===== src/rtl/io_map_pkg.sv =====
// Memory-map constants and address-decode helper shared by the IO controller
// and its testbench-facing top.
package io_map_pkg;

  localparam int unsigned IO_BASE_BIT      = 8;
  localparam int unsigned LEDS_BIT         = 2;
  localparam int unsigned HEX_BIT          = 3;
  localparam int unsigned KEY_BIT          = 4;
  localparam int unsigned SW_BIT           = 5;
  localparam int unsigned KEY_EVT_BIT      = 6;
  localparam int unsigned NUM_KEYS         = 4;
  localparam int unsigned NUM_SW           = 10;
  localparam int unsigned DEBOUNCE_DEFAULT = 3;

  typedef struct packed {
    logic leds;
    logic hex;
    logic key;
    logic sw;
    logic key_evt;
  } io_sel_t;

  function automatic io_sel_t decode_sel(input logic [31:0] a);
    io_sel_t s;
    s.leds    = a[LEDS_BIT];
    s.hex     = a[HEX_BIT];
    s.key     = a[KEY_BIT];
    s.sw      = a[SW_BIT];
    s.key_evt = a[KEY_EVT_BIT];
    return s;
  endfunction

endpackage


===== src/rtl/key_debounce.sv =====
// One push-button: 2-flop synchronizer, consecutive-cycle counter and the
// accepted (stable) level. press_o pulses on the edge stable falls 1->0.
module key_debounce #(
  parameter int unsigned DEBOUNCE_CYCLES = 3
) (
  input  logic clk,
  input  logic reset,
  input  logic key_raw_i,
  output logic key_stable_o,
  output logic press_o
);

  localparam logic [7:0] DB_LIMIT = 8'(DEBOUNCE_CYCLES);

  logic       meta_q;
  logic       sync_q;
  logic       stable_q;
  logic       stable_d;
  logic [7:0] cnt_q;
  logic [7:0] cnt_d;
  logic [7:0] cnt_inc_s;

  // Next-state: accept the synchronized level once it has differed long enough.
  always_comb begin
    cnt_inc_s = cnt_q + 8'd1;
    stable_d  = stable_q;
    press_o   = 1'b0;
    cnt_d     = 8'd0;
    if (sync_q != stable_q) begin
      if (cnt_inc_s == DB_LIMIT) begin
        stable_d = sync_q;
        cnt_d    = 8'd0;
        press_o  = stable_q & ~sync_q;
      end else begin
        cnt_d = cnt_inc_s;
      end
    end else begin
      cnt_d = 8'd0;
    end
  end

  // Synchronizer, counter and stable-level registers.
  always_ff @(posedge clk or posedge reset) begin
    if (reset) begin
      meta_q   <= 1'b1;
      sync_q   <= 1'b1;
      stable_q <= 1'b1;
      cnt_q    <= 8'd0;
    end else begin
      meta_q   <= key_raw_i;
      sync_q   <= meta_q;
      stable_q <= stable_d;
      cnt_q    <= cnt_d;
    end
  end

  assign key_stable_o = stable_q;

endmodule


===== src/rtl/io_controller.sv =====
// Memory-mapped IO block: RAM/IO decode, LED and HEX registers, synchronized
// switches, debounced keys with sticky write-1-to-clear press events.
module io_controller
  import io_map_pkg::*;
#(
  parameter int unsigned DEBOUNCE_CYCLES = DEBOUNCE_DEFAULT
) (
  input  logic                clk,
  input  logic                reset,
  input  logic [31:0]         addr,
  input  logic [31:0]         writedata,
  input  logic                memwrite,
  input  logic [31:0]         mem_readdata,
  output logic                ram_we,
  output logic [31:0]         readdata,
  input  logic [NUM_KEYS-1:0] KEY,
  input  logic [NUM_SW-1:0]   SW,
  output logic [NUM_SW-1:0]   LEDR,
  output logic [23:0]         hex_digits
);

  io_sel_t             sel_s;
  logic                is_io_s;
  logic                io_wr_s;
  logic [NUM_KEYS-1:0] key_stable_s;
  logic [NUM_KEYS-1:0] press_s;
  logic [NUM_KEYS-1:0] evt_clr_s;
  logic [NUM_KEYS-1:0] evt_q;
  logic [NUM_KEYS-1:0] evt_d;
  logic [NUM_SW-1:0]   led_q;
  logic [NUM_SW-1:0]   led_d;
  logic [23:0]         hex_q;
  logic [23:0]         hex_d;
  logic [NUM_SW-1:0]   sw_meta_q;
  logic [NUM_SW-1:0]   sw_sync_q;
  logic                unused_s;

  assign sel_s    = decode_sel(addr);
  assign is_io_s  = addr[IO_BASE_BIT];
  assign io_wr_s  = memwrite & is_io_s;
  assign ram_we   = memwrite & ~is_io_s;
  assign unused_s = ^{addr[31:9], addr[7], addr[1:0], writedata[31:24]};

  for (genvar i = 0; i < NUM_KEYS; i++) begin : g_key
    key_debounce #(.DEBOUNCE_CYCLES(DEBOUNCE_CYCLES)) u_key_debounce (
      .clk          (clk),
      .reset        (reset),
      .key_raw_i    (KEY[i]),
      .key_stable_o (key_stable_s[i]),
      .press_o      (press_s[i])
    );
  end

  // Register next-state; a press landing with a W1C on the same bit wins.
  always_comb begin
    led_d     = led_q;
    hex_d     = hex_q;
    evt_clr_s = 4'd0;
    if (io_wr_s) begin
      if (sel_s.leds) begin
        led_d = writedata[9:0];
      end else begin
        led_d = led_q;
      end
      if (sel_s.hex) begin
        hex_d = writedata[23:0];
      end else begin
        hex_d = hex_q;
      end
      if (sel_s.key_evt) begin
        evt_clr_s = writedata[3:0];
      end else begin
        evt_clr_s = 4'd0;
      end
    end else begin
      evt_clr_s = 4'd0;
    end
    evt_d = (evt_q & ~evt_clr_s) | press_s;
  end

  // State registers.
  always_ff @(posedge clk or posedge reset) begin
    if (reset) begin
      led_q     <= 10'd0;
      hex_q     <= 24'd0;
      evt_q     <= 4'd0;
      sw_meta_q <= 10'd0;
      sw_sync_q <= 10'd0;
    end else begin
      led_q     <= led_d;
      hex_q     <= hex_d;
      evt_q     <= evt_d;
      sw_meta_q <= SW;
      sw_sync_q <= sw_meta_q;
    end
  end

  // CPU read mux with fixed IO priority.
  always_comb begin
    if (!is_io_s) begin
      readdata = mem_readdata;
    end else if (sel_s.key) begin
      readdata = {28'd0, key_stable_s};
    end else if (sel_s.sw) begin
      readdata = {22'd0, sw_sync_q};
    end else if (sel_s.key_evt) begin
      readdata = {28'd0, evt_q};
    end else if (sel_s.leds) begin
      readdata = {22'd0, led_q};
    end else if (sel_s.hex) begin
      readdata = {8'd0, hex_q};
    end else begin
      readdata = 32'd0;
    end
  end

  assign LEDR       = led_q;
  assign hex_digits = hex_q;

endmodule


===== config.mk =====
export PLATFORM = sky130hd
export DESIGN_NAME = io_controller
export DESIGN_NICKNAME = d
export VERILOG_FILES = /design/src/rtl/io_map_pkg.sv /design/src/rtl/key_debounce.sv /design/src/rtl/io_controller.sv
export SDC_FILE = /design/constraint.sdc
export NUM_CORES = 1
export LEC_CHECK = 0
export BUFFER_PORTS_ARGS = -buffer_cell sky130_fd_sc_hd__buf_2
export CORE_MARGIN = 2
export CORE_UTILIZATION = 44
export CTS_BUF_LIST = sky130_fd_sc_hd__clkbuf_4 sky130_fd_sc_hd__clkbuf_8
export CTS_CLUSTER_SIZE = 28
export DETAILED_ROUTE_END_ITERATION = 8
export PLACE_DENSITY_LB_ADDON = 0.1
export SETUP_SLACK_MARGIN = 0.4
export SYNTH_ARGS = -nofsm -noshare
export SYNTH_HDL_FRONTEND = slang
export SYNTH_SLANG_ARGS = --single-unit

===== constraint.sdc =====
create_clock -name clk -period 5.1 [get_ports clk]
set_input_delay 1.02 -clock clk [delete_from_list [all_inputs] [get_ports clk]]
set_output_delay 1.02 -clock clk [all_outputs]
set_load 0.02 [all_outputs]

# --- Word level (Yosys, flattened, before mapping) ---
# Cells that the tools add are included.
word_totals:
  out_inout_bits: 67
  regBits: 102
  word_cells: 77
op_classes:
  n_bitwise: 14
  addsub: 4
  mux: 24
  eq_ne: 8
  reduce_logical: 6
op_table:
  columns: ["op", "n"]
  rows:
  - ["24-bit two-way mux", 5]
  - ["8-bit two-way mux", 8]
  - ["8-bit by 1-bit adder with 8-bit output, second input constant", 4]
  - ["8-bit by 2-bit == test with 1-bit output, second input constant", 4]
  - ["32-bit two-way mux", 1]
  - ["2-bit AND reduction", 6]
  - ["1-bit two-way mux", 8]
  - ["4-bit two-way mux", 2]
  - ["1-bit bitwise AND", 6]
  - ["1-bit NOT", 5]
  - ["4-bit bitwise AND", 1]
  - ["1-bit != test", 4]
  - ["4-bit NOT", 1]
  - ["4-bit OR", 1]

# --- Longest topological paths before layout ---
# Gate-level depths: netlist of the first run.
logic_depth:
  depth_word: 6
  depth_mapped: 6
  ltp_nobuf: 6

# --- Cells and area by module ---
# Synthesis of the first run repeated with hierarchy kept, for this count alone.
hier_totals:
  cells_unflattened: 429
  hier_area_um2: 4978.5
by_module_without_submodules:
  columns: ["module", "area_per_inst_um2", "instances", "cells_per_inst"]
  rows:
  - ["io_controller", 2522.4, 1, 195]
  - ["key_debounce at g_key[1].u_key_debounce ...", 616.8, 3, 58]
  - ["key_debounce at g_key[0].u_key_debounce", 605.6, 1, 60]

# --- Least setup slack after synthesis of the first run ---
# Ideal clock, no wire load.
synth_path:
  path_kind: "in2out"
  startpoint: "input port addr[5]"
  endpoint: "output port readdata[0]"
  path_buffers: 2
  slack_ns: 1.861
  required_ns: 4.080
  cell_stages: 4
  arrival_time_ns: 2.219
  path_cell_list: "clkbuf_1 > clkbuf_1 > a21oi_1 > o31ai_1"
synth_via:
  elab_chain_cells: 3
synth_rtl:
  columns: ["element", "line", "source"]
  rows:
  - ["from (decl)", "io_controller.sv:10", "input logic [31:0] addr,"]
  - ["24-bit two-way mux", "io_controller.sv:104", "end else if (sel_s.sw) begin"]
  - ["24-bit two-way mux", "io_controller.sv:102", "end else if (sel_s.key) begin"]
  - ["32-bit two-way mux", "io_controller.sv:100", "if (!is_io_s) begin"]
  - ["to (decl)", "io_controller.sv:15", "output logic [31:0] readdata,"]
# No other way between the ends.

# --- Final worst setup path of the first run ---
layout_path:
  startpoint: "input port addr[4]"
  endpoint: "output port readdata[20]"
layout_via:
  elab_chain_cells: 2
layout_rtl:
  columns: ["element", "line"]
  rows:
  - ["24-bit two-way mux", "io_controller.sv:102"]
  - ["32-bit two-way mux", "io_controller.sv:100"]
# No other way between the ends.

==> results of run 1 <==
## cells in the mapped netlist (all sizes together) (3+ instances only)
master  count
a22o        7
nand3      13
o21ai      24
nand4       6
nand2      30
nor2b      14
and3        4
buf         5
a21o        3
xor2       13
nor2       20
and3b       3
inv        34
dfrtp      90
dfstp      12
a221oi      3
a21oi      18
o22ai       6
nor3       21
ha         12
a21boi      4
mux2       38
or3         6
a22oi       6
clkbuf     14
nor4        3
o31ai       3
xnor2       8
## area by class of cell
class	instances	area, µm²	share of cell area [%]
Clock inverter	6	92.6	1.59
Tap cell	136	170	2.92
Timing Repair Buffer	150	763	13.1
Sequential cell	102	2570	44.0
Multi-Input combinational cell	282	1980	33.8
Clock buffer	10	138	2.36
Inverter	34	130	2.23
## through the flow
| stage | power, mW | utilization (%) | setup slack, ns | instances | area (µm²) |
|---|---|---|---|---|---|
| final | 2.19 | 56.0 | 1.48 | 720 | 5840 |
| after detailed placement | 1.65 | 53.8 | 1.46 | 704 | 5610 |
| after global placement | 1.63 | 53.8 | 1.47 | 704 | 5610 |
| after global routing | 2.32 | 56.0 | 1.35 | 720 | 5840 |
| after floorplan | 1.44 | - | 1.42 | 437 | 4750 |
| after CTS | 2.22 | 56.0 | 1.45 | 720 | 5840 |
## logic make-up after synthesis
logic type      count (synthesis)  share of synthesized area [%]
compound gates                 82                           11.1
xor+xnor                       21                           3.87
fa+ha+maj                      12                           3.16
buf+inv                        53                           4.32
flops                         102                           54.1
mux                            38                           9.01
simple gates                  129                           14.5
## placed cells by master, fill, tap and decap left out, drive strengths merged, types with 2 or more instances in the layout
cell,count
o21ai,24
a22oi,6
a211oi,2
or3,6
nand4,6
nor2,20
o211ai,2
o22ai,6
clkbuf,10
xnor2,8
nand3,13
xor2,13
inv,35
a221oi,3
and4,2
nor2b,14
nand2,30
bufinv,2
a21boi,4
mux2,38
buf,150
dfrtp,90
a21o,3
a21oi,18
nor4,3
nor3,21
a22o,7
and3b,3
dfstp,12
ha,12
clkinvlp,2
o31ai,3
and3,4
## flip-flops by register name, indices dropped and copies added (netlist names)
name                               cells
g_key.u_key_debounce.cnt_q            32
g_key.u_key_debounce.meta_q            4
hex_digits                            24
LEDR                                  10
g_key.u_key_debounce.key_stable_o      4
sw_meta_q                             10
sw_sync_q                             10
evt_q                                  4
g_key.u_key_debounce.sync_q            4
## power by group through the flow
stage	combinational [mW]	sequential, mW	clock [mW]
detailed placement	0.568	1.08	0
CTS	0.572	1.06	0.583
finish	0.564	1.06	0.564
global placement	0.559	1.07	0
floorplan	0.334	1.11	0
global route	0.626	1.08	0.616
## path summary, 6_finish.rpt
check	from	endpoint	slack [ns]
worst max-delay path	addr[4]	readdata[20]	1.48
worst min-delay path	sw_meta_q[7]	sw_sync_q[7]	0.35
worst max register to register	g_key[0].u_key_debounce.cnt_q[0]	g_key[0].u_key_debounce.key_stable_o	2.96
worst min register to register	sw_meta_q[7]	sw_sync_q[7]	0.35
max in group asynchronous	reset	g_key[0].u_key_debounce.sync_q	3.32
min in group asynchronous	reset	sw_meta_q[1]	0.79
## metal layers
| layer | wire length (µm) | global-route usage, % |
|---|---|---|
| met5 | 0 | 0 |
| met4 | 180 | 7.60 |
| met3 | 596 | 3.45 |
| met2 | 5280 | 33.1 |
| met1 | 4930 | 25.7 |
## critical path: stages
cell and delay, ns:
buf_2 0.15, nand2b_1 0.44, nor4b_2 0.35, buf_4 0.24, nand2_1 0.08, o21ai_0 0.10
buf_2 0.21
==> results.toml, run 1 <==
[layout]
antenna_cells = 0
layout.nets = 704
fillers = 932
area_delta_synth_final_pct = 22.9
drive_gt1_share_pct = 38.4

[floorplan]
row_count = 37
die-area_mm2 = 0.0116
fp.dieH_um = 108
io_pins = 180
core_area_mm2 = 0.0104
die_w_um = 108
start_util_pct = 45.6

[place]
dp_hpwl_um = 7990
port_buffers = 145
gp_congestion = 0.789

[global_route]
grt_max_degree = 62
grt_pass1_wl_um = 17800
grt-ovfl-total = 0
antenna_found_initial = 0
grt_pass1_vias = 3625
globalRouteTotalUtil_pct = 19.8

[clock_network]
cts_hold_buf = 0
cts_buffers = 9
tritoncts = "built"
path_clk_slew_ns = 0.10
clock_latency_ns = 0.36
root_buffer = "clkbuf_8"
clock-sinks = 102
clk_path_buf_depth = 2
post_cts_resized = 0
post_cts_buffers = 0
h-tree-depth = 3

[critical_path]
critPathMaxFanout = 14
start_kind = "input pin"
crit_arrival_ns = 2.60
critPathKind = "in -> out"
r2r_cells = 6
crit_path_end_kind = "output port"
worstPathRequired_ns = 4.08

[route]
first_iter_violations = 133
wl_per_cell_um = 15.3
via_count = 3783
via_per_inst = 5.25
drc = 0
postRouteAntennaNets = 0
first_pass_iters = 6
drt-total-wl_um = 11000

[synthesis]
syn_inst = 437
netlist.area_leader.share_pct = 47.4
async_flop_share_pct = 100
syn-cell-area_mm2 = 0.00475
ys.flop_type = "dfrtp_1"
yosysTopAreaCell = "dfrtp_1"
synth_nets = 562
synth_area_leaders = "dfrtp_1, mux2_2, dfstp_2"
yosysSeqAreaShare_pct = 54.1
synth_seq_cells = 102
synth.avg_cell_area_um2 = 10.9
synth-edff-count = 0
yosysWarnings = 0
synth.distinct_cells = 48

[timing]
slew_headroom_pct = 51.6
final-hold-violation-count = 0
fin_hold_ws_ns = 0.355
grt_setup_unrepaired = "no"
tightest_slew_ns = 0.726
finClkSkew_ns = 0.00834
setup_viol = 0
slew_violations = 0
layout_min_cycle_time_ns = 3.62
fin_crit_sh_pct = 71.0
fmax_mhz = 276
tns_ns = 0

[status]
outcome = "finished, final reports clean"

[power_and_ir_drop]
peakVddDrop_v = 0.000221
p_switching_uw = 712
p_leak_nw = 2.85
p_comb_share_pct = 25.7
intPower_mw = 1.48
powerDensity_mw_per_mm2 = 375
clkPwrFrac_pct = 25.8
p_sw_share_pct = 32.5
seqPwrFrac_pct = 48.5

[run]
cap_viol_max_count = 0

[hold_path]
hp-class = "reg -> reg"
min_path_cells = 0
(Power assumes the default switching activity.)
==> run 2: changes to the inputs <==
clock period = 3 ns   (was 5.1 ns; I/O delays follow)
==> results.toml, run 2 (synthesis gave the netlist of run 1 again) <==
[timing]
final-hold-violation-count = 0
tightest_slew_ns = 0.659
setup_viol = 0
tns_ns = 0
grt_setup_unrepaired = "no"
finClkSkew_ns = 0.00953
slew_headroom_pct = 56.0
layout_min_cycle_time_ns = 2.48
fin_crit_sh_pct = 82.7
slew_violations = 0
fmax_mhz = 403

[global_route]
grt_pass1_vias = 3639
antenna_found_initial = 0
grt-ovfl-total = 0
grt_max_degree = 55
grt_pass1_wl_um = 17700
globalRouteTotalUtil_pct = 19.7

[route]
via_per_inst = 5.25
via_count = 3799
drt-total-wl_um = 11200
postRouteAntennaNets = 0
first_iter_violations = 124
drc = 0
first_pass_iters = 4
wl_per_cell_um = 15.5

[critical_path]
critPathBufInv = 3
crit_path_max_incr_delay_ns = 0.22
critPathLaunch = "addr[2]"
crit_chain = "clkbuf_4 > nor2b_1 > buf_4 > a221oi_1 > nor3_1 > a21oi_1 > o21ai_0 > buf_2"
critPathMaxFanout = 13
crit_path_top_delay_cell = "nor2b_1"
crit_arrival_ns = 1.88
critical-path-top-delay-family = "buffers and inverters"
critPathKind = "in -> out"
start_kind = "input pin"
rr_startpoint = "g_key[0].u_key_debounce.cnt_q[0]"
worstPathRequired_ns = 2.40
crit_path_end_kind = "output port"

[clock_network]
post_cts_buffers = 0
clock-sinks = 102
h-tree-depth = 3
root_buffer = "clkbuf_8"
cts_buffers = 9
clock_latency_ns = 0.36
tritoncts = "built"
path_clk_slew_ns = 0.10
post_cts_resized = 0
clk_path_buf_depth = 2
cts_hold_buf = 0

[layout]
largest_register = "g_key.u_key_debounce.cnt_q"
drive_gt1_share_pct = 38.7
layout.nets = 707
antenna_cells = 0
area_delta_synth_final_pct = 23.8
final_cell_mix = "buf_2, dfrtp_1, mux2_2"
largest_reg_flops = 32
layout_commonest_cell = "buf_2"
finalInstanceArea_mm2 = 0.00588

[floorplan]
row_count = 37
core_area_mm2 = 0.0104
die-area_mm2 = 0.0116
start_util_pct = 45.6
io_pins = 180
fp.dieH_um = 108
die_w_um = 108

[place]
gp_congestion = 0.787
placed_area_mm2 = 0.00564
dp_hpwl_um = 8180
port_buffers = 145

[power_and_ir_drop]
peakVddDrop_v = 0.000328
powerDensity_mw_per_mm2 = 636
p_leak_nw = 2.87

[hold_path]
hp-class = "in -> async"

[run]
cap_viol_max_count = 0

[status]
outcome = "finished, final reports clean"
## run 2: cell types whose count changed in the layout (fill, tap and decap cells not counted), sizes merged
| cell | previous run | this run |
|---|---|---|
| clkinv | 1 | 2 |
| clkbuf | 10 | 12 |
| inv | 35 | 33 |
| buf | 150 | 152 |
## run 2: path summary, 6_finish.rpt
check                                                       endpoint  slack (ns)  cells after the start
worst max-delay path                                     readdata[1]        0.52                      8
worst min-delay path                g_key[0].u_key_debounce.cnt_q[7]        0.25                      2
worst max register to register  g_key[0].u_key_debounce.key_stable_o        0.83                      6
worst min register to register                          sw_sync_q[5]        0.35                      0
max in group asynchronous             g_key[3].u_key_debounce.meta_q        1.98                      3
min in group clk                      g_key[0].u_key_debounce.meta_q        0.33                      1
## run 2: cell type report
type	count	area, µm²
Clock buffer	11	151
Clock inverter	5	81.3
Fill cell	925	4540
Inverter	34	131
Multi-Input combinational cell	282	1980
Sequential cell	102	2570
Tap cell	136	170
Timing Repair Buffer	153	801
## run 2: metrics by stage
stage          hold slack [ns]  total power, mW  instances  worst slack, ns  util [%]
2_1_floorplan            0.331             2.45        437            0.601         -
3_3_place_gp             0.331             2.77        707            0.545      54.2
3_5_place_dp             0.336             2.80        707            0.521      54.2
4_1_cts                  0.249             3.78        723            0.503      56.4
5_1_grt                  0.278             3.95        723            0.411      56.4
6_report                 0.254             3.74        723            0.520      56.4
## run 2: where the power goes
part           leakage, nW  switching [mW]  internal (mW)
Combinational         1.50           0.553          0.410
Clock                0.116           0.461          0.516
Sequential            1.25           0.188           1.61
Total                 2.87            1.20           2.54
## run 2: worst reg2reg max path, cell delays in order (launching register included)
cell	delay (ns)
dfrtp_1	0.48
ha_1	0.30
and3_4	0.22
and3_4	0.19
or3_4	0.33
a211oi_2	0.25
mux2_1	0.34
## run 2: metal layers
metal,share of wire (%),vias to the layer above,track usage (%),wire (µm)
met1,45,1838,25.0,4990
met4,2.1,0,7.14,232
met5,0,-,0,0
met3,5.8,16,3.75,653
li1,-,1823,-,-
met2,48,122,33.6,5320
==> run 3: changes to the inputs <==
clock period = 2.32 ns   (was 3 ns; I/O delays follow)
==> results.toml, run 3 (synthesis gave the netlist of run 1 again) <==
[route]
drc = 0
first_iter_violations = 179
drt-total-wl_um = 11700
postRouteAntennaNets = 0
via_per_inst = 5.24
first_pass_iters = 4
wl_per_cell_um = 15.6
via_count = 3915

[layout]
instances_no_fill = 747
fillers = 870
final_util_pct = 62.5
largest_reg_flops = 32
final_cell_mix = "buf_2, dfrtp_1, mux2_2"
layout_commonest_cell = "buf_2"
area_delta_synth_final_pct = 37.1
antenna_cells = 0
layout.nets = 732
drive_gt1_share_pct = 50.9
finalInstanceArea_mm2 = 0.00651
largest_register = "g_key.u_key_debounce.cnt_q"

[critical_path]
crit_path_end_kind = "output port"
cpMostUsedCell = "buf_6"
critPathKind = "in -> out"
critical-path-top-delay-family = "buffers and inverters"
critPathMaxFanout = 7
crit_path_max_incr_delay_ns = 0.34
worstPathRequired_ns = 1.86
crit_arrival_ns = 1.52
crit_path_top_delay_cell = "nor4b_4"
start_kind = "input pin"
critPathBufInv = 4
crit_chain = "buf_12 > buf_8 > nor4b_4 > buf_6 > nand2_2 > o21ai_2 > buf_6"

[floorplan]
row_count = 37
die_w_um = 108
fp.dieH_um = 108
io_pins = 180
die-area_mm2 = 0.0116
start_util_pct = 45.6
core_area_mm2 = 0.0104

[timing]
final-hold-violation-count = 0
tns_ns = 0
fin_hold_ws_ns = 0.191
setup_slack_ns = 0.333
tightest_slew_ns = 0.525
slew_headroom_pct = 64.7
slew_violations = 0
finClkSkew_ns = 0.0146
setup_viol = 0
layout_min_cycle_time_ns = 1.99
fin_crit_sh_pct = 85.6
fmax_mhz = 503
grt_setup_unrepaired = "yes"

[power_and_ir_drop]
seqPwrFrac_pct = 47.3
report.power.total_mw = 4.97
intPower_mw = 3.30
clkPwrFrac_pct = 22.5
p_switching_mw = 1.67
p_comb_share_pct = 30.2
peakVddDrop_v = 0.000413
p_leak_nw = 3.12
p_sw_share_pct = 33.6
powerDensity_mw_per_mm2 = 764

[clock_network]
path_clk_slew_ns = 0.09
cts_buffers = 9
tritoncts = "built"
h-tree-depth = 3
clock_latency_ns = 0.36
clock-sinks = 102
root_buffer = "clkbuf_8"
clk_path_buf_depth = 2

[place]
place_ws_ns = 0.195
dp_hpwl_um = 8220
gp_congestion = 0.810
port_buffers = 145
placed_area_mm2 = 0.00574
placedCellCount = 710

[status]
outcome = "finished, final reports clean"

[hold_path]
hp-class = "in -> reg"

[run]
cap_viol_max_count = 0

[global_route]
grt_max_degree = 103
grt_pass1_vias = 3768
globalRouteTotalUtil_pct = 20.3
grt_pass1_wl_um = 18400
grt-ovfl-total = 0
antenna_found_initial = 0
[run 3: cell count changes in the layout (fill, tap and decap cells not counted), sizes merged]
cell and delta:
clkinv +1, clkbuf -2, buf +26, bufinv -1
[run 3: layout make-up]
class / instances / area [µm²] / area share [%]
flip-flops and latches: 102 / 2570 / 39.5
multi-input cells: 282 / 2260 / 34.7
repair buffers: 178 / 1170 / 18.1
well taps: 136 / 170 / 2.61
clock buffers: 10 / 138 / 2.11
inverters: 34 / 131 / 2.02
clock inverters: 5 / 60.1 / 0.923
[run 3: worst register-to-register path, delay by kind of cell (launching register included)]
kind | cells | cell delay (ns)
simple gates | 3 | 0.69
fa+ha+maj | 1 | 0.16
compound gates | 1 | 0.22
mux | 1 | 0.32
flops | 1 | 0.44
[run 3: timing repair]
item	in CTS	in global routing
hold buffers	0	0
resized for setup	73	49
endpoints found under the hold margin	0	0
pin swaps	12	18
cloned	1	0
endpoints found under the setup margin	28	34
setup buffers	13	8
[run 3: final timing paths]
check / depth (start not counted) / end / slack, ns / startpoint
worst min register to register: 0 / g_key[1].u_key_debounce.sync_q / 0.35 / g_key[1].u_key_debounce.meta_q
worst min-delay path: 1 / g_key[2].u_key_debounce.meta_q / 0.19 / KEY[2]
max in group asynchronous: 3 / g_key[1].u_key_debounce.cnt_q[0] / 1.65 / reset
worst max-delay path: 7 / readdata[10] / 0.33 / addr[5]
min in group asynchronous: 3 / g_key[2].u_key_debounce.cnt_q[1] / 0.24 / reset
worst max register to register: 6 / g_key[0].u_key_debounce.key_stable_o / 0.43 / g_key[0].u_key_debounce.cnt_q[0]
[run 3: per-layer routing]
layer | part of all wire [%] | up-vias | track usage (%)
met2 | 50 | 118 | 35.1
met3 | 5.5 | 21 | 4.60
met4 | 1.7 | 0 | 5.49
met5 | 0 | - | 0
met1 | 42 | 1912 | 25.6
li1 | - | 1864 | -
[run 3: power by group through the flow]
stage          logic [mW]  registers, mW  clock network, mW
6_report             1.50           2.35               1.12
4_1_cts              1.40           2.34               1.16
3_5_place_dp         1.30           2.37                  0
3_3_place_gp         1.27           2.35                  0
5_1_grt              1.65           2.40               1.21
2_1_floorplan       0.756           2.44                  0
